### src/rtl/hazard_fwd_ctrl.sv
// rtl/hazard_fwd_ctrl.sv - ID-stage hazard detection, stall/flush and operand forwarding selects
// Optional stall statistics counter enabled by defining HFC_STATS_EN.
module hazard_fwd_ctrl #(
    parameter int REG_BITS = 5,
    parameter int CNT_W    = 32
) (
    input  logic                i_clk,
    input  logic                i_reset,
    input  logic [REG_BITS-1:0] i_id_rs,
    input  logic [REG_BITS-1:0] i_id_rt,
    input  logic                i_id_uses_rt,
    input  logic                i_id_branch,
    input  logic                i_id_branch_taken,
    input  logic [REG_BITS-1:0] i_ex_rd,
    input  logic                i_ex_regwrite,
    input  logic                i_ex_memread,
    input  logic [REG_BITS-1:0] i_mem_rd,
    input  logic                i_mem_regwrite,
    input  logic                i_mem_memread,
    output logic                o_stall,
    output logic                o_flush_ifid,
    output logic [1:0]          o_ex_fwd_a,
    output logic [1:0]          o_ex_fwd_b,
    output logic                o_id_fwd_a,
    output logic                o_id_fwd_b
`ifdef HFC_STATS_EN
    ,
    output logic [CNT_W-1:0]    o_stall_count
`endif
);

    typedef enum logic {ST_RUN = 1'b0, ST_LDBR = 1'b1} state_t;

    state_t r_state;
    state_t w_state_nxt;

    logic w_ex_wr_rs, w_ex_wr_rt, w_mem_wr_rs, w_mem_wr_rt;
    logic w_load_use, w_br_alu, w_br_mem_load, w_br_ex_load;
    logic w_run_stall;
    logic [1:0] r_ex_fwd_a, r_ex_fwd_b;
    logic [1:0] w_fwd_a_nxt, w_fwd_b_nxt;

    // Register 0 is hardwired, so a write to it never creates a dependency.
    assign w_ex_wr_rs  = i_ex_regwrite  && (i_ex_rd  == i_id_rs) && (i_id_rs != '0);
    assign w_ex_wr_rt  = i_ex_regwrite  && (i_ex_rd  == i_id_rt) && (i_id_rt != '0);
    assign w_mem_wr_rs = i_mem_regwrite && (i_mem_rd == i_id_rs) && (i_id_rs != '0);
    assign w_mem_wr_rt = i_mem_regwrite && (i_mem_rd == i_id_rt) && (i_id_rt != '0);

    assign w_load_use    = i_ex_memread && (w_ex_wr_rs || (i_id_uses_rt && w_ex_wr_rt));
    assign w_br_alu      = i_id_branch && !i_ex_memread && (w_ex_wr_rs || w_ex_wr_rt);
    assign w_br_mem_load = i_id_branch && i_mem_memread && (w_mem_wr_rs || w_mem_wr_rt);
    assign w_br_ex_load  = i_id_branch && i_ex_memread && (w_ex_wr_rs || w_ex_wr_rt);
    assign w_run_stall   = w_load_use || w_br_alu || w_br_mem_load || w_br_ex_load;

    always_ff @(posedge i_clk or posedge i_reset) begin
        if (i_reset) begin
            r_state <= ST_RUN;
        end else begin
            r_state <= w_state_nxt;
        end
    end

    always_comb begin
        w_state_nxt = ST_RUN;
        case (r_state)
            ST_RUN:  w_state_nxt = w_br_ex_load ? ST_LDBR : ST_RUN;
            ST_LDBR: w_state_nxt = ST_RUN;
            default: w_state_nxt = ST_RUN;
        endcase
    end

    always_comb begin
        o_stall = 1'b0;
        case (r_state)
            ST_RUN:  o_stall = w_run_stall;
            ST_LDBR: o_stall = 1'b1;
            default: o_stall = 1'b0;
        endcase
    end

    assign o_flush_ifid = i_id_branch && i_id_branch_taken && !o_stall;
    assign o_id_fwd_a   = i_id_branch && w_mem_wr_rs && !i_mem_memread;
    assign o_id_fwd_b   = i_id_branch && w_mem_wr_rt && !i_mem_memread;

    // A load in EX cannot supply 10; the load-use stall turns that case into a bubble.
    always_comb begin
        w_fwd_a_nxt = 2'b00;
        w_fwd_b_nxt = 2'b00;
        if (!o_stall) begin
            if (w_ex_wr_rs && !i_ex_memread) begin
                w_fwd_a_nxt = 2'b10;
            end else if (w_mem_wr_rs) begin
                w_fwd_a_nxt = 2'b01;
            end
            if (i_id_uses_rt) begin
                if (w_ex_wr_rt && !i_ex_memread) begin
                    w_fwd_b_nxt = 2'b10;
                end else if (w_mem_wr_rt) begin
                    w_fwd_b_nxt = 2'b01;
                end
            end
        end
    end

    always_ff @(posedge i_clk or posedge i_reset) begin
        if (i_reset) begin
            r_ex_fwd_a <= 2'b00;
            r_ex_fwd_b <= 2'b00;
        end else begin
            r_ex_fwd_a <= w_fwd_a_nxt;
            r_ex_fwd_b <= w_fwd_b_nxt;
        end
    end

    assign o_ex_fwd_a = r_ex_fwd_a;
    assign o_ex_fwd_b = r_ex_fwd_b;

`ifdef HFC_STATS_EN
    logic [CNT_W-1:0] r_stall_count;

    always_ff @(posedge i_clk or posedge i_reset) begin
        if (i_reset) begin
            r_stall_count <= '0;
        end else if (o_stall && (r_stall_count != '1)) begin
            r_stall_count <= r_stall_count + CNT_W'(1);
        end
    end

    assign o_stall_count = r_stall_count;
`endif

endmodule

### config.mk
export PLATFORM = sky130hd
export DESIGN_NAME = hazard_fwd_ctrl
export DESIGN_NICKNAME = d
export VERILOG_FILES = /design/src/rtl/hazard_fwd_ctrl.sv
export SDC_FILE = /design/constraint.sdc
export NUM_CORES = 1
export LEC_CHECK = 0
export BUFFER_PORTS_ARGS = -buffer_cell sky130_fd_sc_hd__buf_4
export CAP_MARGIN = 20
export CORE_MARGIN = 8
export CORE_UTILIZATION = 42
export CTS_BUF_LIST = sky130_fd_sc_hd__clkbuf_2
export DETAILED_ROUTE_END_ITERATION = 6
export PLACE_DENSITY_LB_ADDON = 0.15
export SLEW_MARGIN = 20
export SYNTH_ARGS = -nofsm -noshare
export SYNTH_HDL_FRONTEND = slang
export SYNTH_SLANG_ARGS = --single-unit
### constraint.sdc
create_clock -name i_clk -period 1.8 [get_ports i_clk]
set_input_delay 0.09 -clock i_clk [delete_from_list [all_inputs] [get_ports i_clk]]
set_output_delay 0.09 -clock i_clk [all_outputs]
set_load 0.02 [all_outputs]
## Word-level counts from Yosys, hierarchy flattened

Index checks and enable logic that the tools add are counted.

- Register bits: 5
- Bits in latches: 0
- Bits in writable memories: 0
- ROM bits: 0
- Output and inout bits: 8
- Memories: 0

- $add $sub $neg: 0
- $mul: 0
- Div/mod/pow operators: 0
- Magnitude comparators: 0
- Equal/unequal tests: 4
- Shift operators: 0
- Muxes and demuxes: 10
- Bitwise logic cells: 1
- Reduce and logical (&&, ||, !) cells: 35

Operator list:

| operator | number |
|---|---|
| $logic_and 1x1->1 | 24 |
| $eq 5x5->1 | 4 |
| $mux 2 | 5 |
| $reduce_bool 5->1 | 2 |
| $logic_or 1x1->1 | 6 |
| $pmux 1 s2 | 2 |
| $logic_not 1->1 | 3 |
| $mux 1 | 3 |
| $not 1->1 | 1 |

## Depth between registers and ports, before layout

- Depth in word-level cells: 12
- Depth in mapped cells: 5
- Gate-level depth less buffers: 5

## Worst setup path after synthesis

OpenSTA, ideal clock, no wires.

- Path type: in2out
- Start: in i_id_rt[1]
- End: out o_stall
- Arrival time: 1.653 ns
- Data required time: 1.710 ns
- Path slack: 0.057 ns
- Cell stages on the path: 5
- Cell sequence: or4_1 -> or2_1 -> nand4_2 -> a21oi_2 -> or4_1

- Word-level cells in the longest chain between the ends: 10
- Elaborated cells on any way between the ends: 19
- Those cells by class: eq/ne: 2; mux: 1; reduce/logical: 16

Ends and longest elaborated chain:

| item | line | source |
|---|---|---|
| start, declared | 10 | `input logic [REG_BITS-1:0] i_id_rt,` |
| $eq 5x5->1 | 45 | `assign w_ex_wr_rt = i_ex_regwrite && (i_ex_rd == i_id_rt) && (i_id_rt != '0);` |
| $logic_and 1x1->1 (2 in a row) | 45 |  |
| $logic_and 1x1->1 | 49 | `assign w_load_use = i_ex_memread && (w_ex_wr_rs \|\| (i_id_uses_rt && w_ex_wr_rt));` |
| $logic_or 1x1->1 | 49 |  |
| $logic_and 1x1->1 | 49 |  |
| $logic_or 1x1->1 (2 in a row) | 53 | `assign w_run_stall = w_load_use \|\| w_br_alu \|\| w_br_mem_load \|\| w_br_ex_load;` |
| $logic_or 1x1->1 * | 53 |  |
| $pmux 1 s2 * | 74 | `case (r_state)` |
| end, declared | 20 | `output logic o_stall,` |

Mark *: on every way between the ends. The rest lies on a longest branch, timed or not.

## Worst setup path in the final report

Ends and elaborated chain as after synthesis.

==> impl_metrics.yaml <==
run_status:
  outcome: "complete, but fails checks"
  violations: "setup timing"
yosys:
  synthCells: 64
  yosysMostFrequentCell: "xnor2_1"
  synth_commonest_cells: "xnor2_1, xor2_1, dfrtp_1"
  synth_warnings: 0
  ys_top_cells_by_area: "dfrtp_1, xnor2_1, xor2_1"
  synthesis.area_um2: 552
  yosysSeqAreaShare_pct: 22.7
  yosysTopAreaCell: "dfrtp_1"
  synth_edf_count: 0
  synth_top_area_share_pct: 22.7
  ys_seq_elements: 5
  postSynthAreaPerCell_um2: 8.62
  synth_ff_type: "dfrtp_1"
  async_flop_share_pct: 100
  ys_types: 22
  syn_nets: 93
setup_path:
  crit_type: "in -> out"
  cp-end-kind: "output pin"
  critPathMaxFanout: 2
  critPathArrivalTime_ps: 1810
  required_ps: 1710
  cp-start-kind: "input pin"
pwr:
  p_seq_share_pct: 28.1
  powerDensity_nw_per_um2: 368
  pwr-share-comb_pct: 46.5
  p_int_uw: 268
  ir_drop_mv: 0.248
  switching_share_pct: 33.9
  p_leak_uw: 0.000500
  p_sw_uw: 137
  finalPower_uw: 405
  p_clk_share_pct: 25.3
global_routing:
  grt_usage_pct: 15.0
  grt_max_degree: 8
  grt_pass1_vias: 756
  grt_pass1_wl_mm: 3.17
  overflow: 0
  grt_antenna_before_repair: 0
route:
  drt-initial-drc-count: 13
  routed_wl_mm: 2.09
  drtAntennaViolNets: 0
  drc_errors: 0
  firstDrtPassIters: 4
  via_per_inst: 5.43
  vias: 744
  drt-wirelength-per-cell_um: 15.3
floorplanning:
  dieArea_um2: 2730
  fp.coreArea_um2: 1270
  num_io_pins: 37
  fp.dieH_um: 52.2
  rows: 13
  initial_utilization_pct: 43.5
  die_w_um: 52.2
sta:
  setup_viol: 1
  whs_ps: 43.3
  fmax_ghz: 0.528
  slew_viol_final: 0
  tightest_slew_ps: 424
  tns_ps: -95.5
  final.min_clock_period_ps: 1900
  fin_ws_ps: -95.5
  rsz0062_at_grt: "yes"
  fin_crit_sh_pct: 105
  skew_ps: 6.28
  max-slew-margin-rel_pct: 71.5
  hold_violations: 0
placement:
  post-dp-hpwl_mm: 1.63
  place.gp.congestion: 0.840
  numPortBuffers: 36
clock_tree:
  path_clk_slew_ps: 70
  numCtsBuffers: 3
  cts-root-buf: "clkbuf_2"
  cts_tree: "built"
  clk_path_buf_depth: 2
  clk_latency_ps: 230
  cts.sinks: 5
  cts_max_level: 1
finish:
  antenna_cells: 0
  fill_cells: 68
  nets: 152
  area_growth_pct: 99.3
  drive_gt1_share_pct: 59.0
  utilization_pct: 86.7
hold_path:
  hp-class: "in -> reg"
run:
  drv_cap: 0
## metal layers
metal  routed length, um  vias to the layer above  GRT usage [%]
met5                   0                        -              0
met4                  89                        0           9.05
met3                 165                       11           2.56
met2                1130                       43           29.6
met1                 711                      338           13.8
li1                    -                      352              -
## flip-flops by register name, summed over array words and instances (netlist names)
signal      count
o_ex_fwd_a      2
o_ex_fwd_b      2
r_state         1
## what timing repair did
item                       in CTS  in global routing
resized for setup              18                  3
buffers inserted                3                  1
pin swaps                       9                 10
gates cloned                    0                  0
hold buffers                    1                  0
setup endpoints to repair       2                  2
hold endpoints to repair        5                  0
## metrics by stage
step / std cells / setup slack (ps) / cell area [um^2]
2_1_floorplan: 64 / 57.2 / 552
4_1_cts: 136 / -92.4 / 1080
3_3_place_gp: 128 / -119 / 938
6_report: 137 / -95.5 / 1100
5_1_grt: 137 / -132 / 1100
3_5_place_dp: 128 / -149 / 938
## placed cells by master (no fill, tap or decap), drive strengths merged
cell type | netlist | routed
dfrtp | 5 | 5
xor2 | 8 | 8
nor4b | 2 | 2
clkbuf | 0 | 3
o21a | 2 | 2
buf | 0 | 53
or4 | 4 | 4
dlygate4sd3 | 0 | 1
clkinv | 0 | 1
nand2 | 4 | 4
nor4 | 4 | 4
nand4 | 4 | 4
nand2b | 2 | 2
nand3 | 2 | 2
nor2 | 4 | 4
or2 | 1 | 1
a2111oi | 1 | 1
inv | 2 | 2
a21oi | 1 | 1
nor3b | 2 | 2
xnor2 | 12 | 12
a2111o | 1 | 1
nor3 | 2 | 2
a211o | 1 | 1
## worst max-delay path, stage by stage
cell and delay [ps]:
buf_6 90, or4_4 540, nor2_4 150, nor3_2 70
o21a_1 200, or4_4 510, buf_6 150
## power by group through the flow
stage	Combinational [uW]	Sequential, uW	Clock [uW]
after floorplan	60.5	117	0
after global placement	157	116	0
after detailed placement	159	116	0
after CTS	180	114	106
after global routing	201	114	116
final	189	114	103
## kinds of logic after synthesis
| logic type | synth area share, % |
|---|---|
| buffers and inverters | 1.36 |
| xor gates and xnor gates | 31.7 |
| AOI/OAI and AO/OA | 9.52 |
| and+or+nand+nor | 34.7 |
| DFF | 22.7 |
## path summary, 6_finish.rpt
kind	cells after the start	end	startpoint	slack, ps
worst min register to register	1	r_state	r_state	570
max in group asynchronous	3	o_ex_fwd_a[0]	i_reset	1300
worst min-delay path	2	o_ex_fwd_a[1]	i_ex_memread	40
min in group asynchronous	3	o_ex_fwd_b[0]	i_reset	310
worst max-delay path	7	o_stall	i_id_rt[1]	-100
worst max register to register	2	o_ex_fwd_b[0]	r_state	660
## cell type report
cell class              instances  area, um^2  area share [%]
multi-input cells              57         505            46.0
clock inverters                 1        5.00           0.455
inverters                       2        7.51           0.683
well taps                      15        18.8            1.71
repair buffers                 54         423            38.5
clock buffers                   3        15.0            1.37
flip-flops and latches          5         125            11.4
Power figures use the tool's default switching activity.
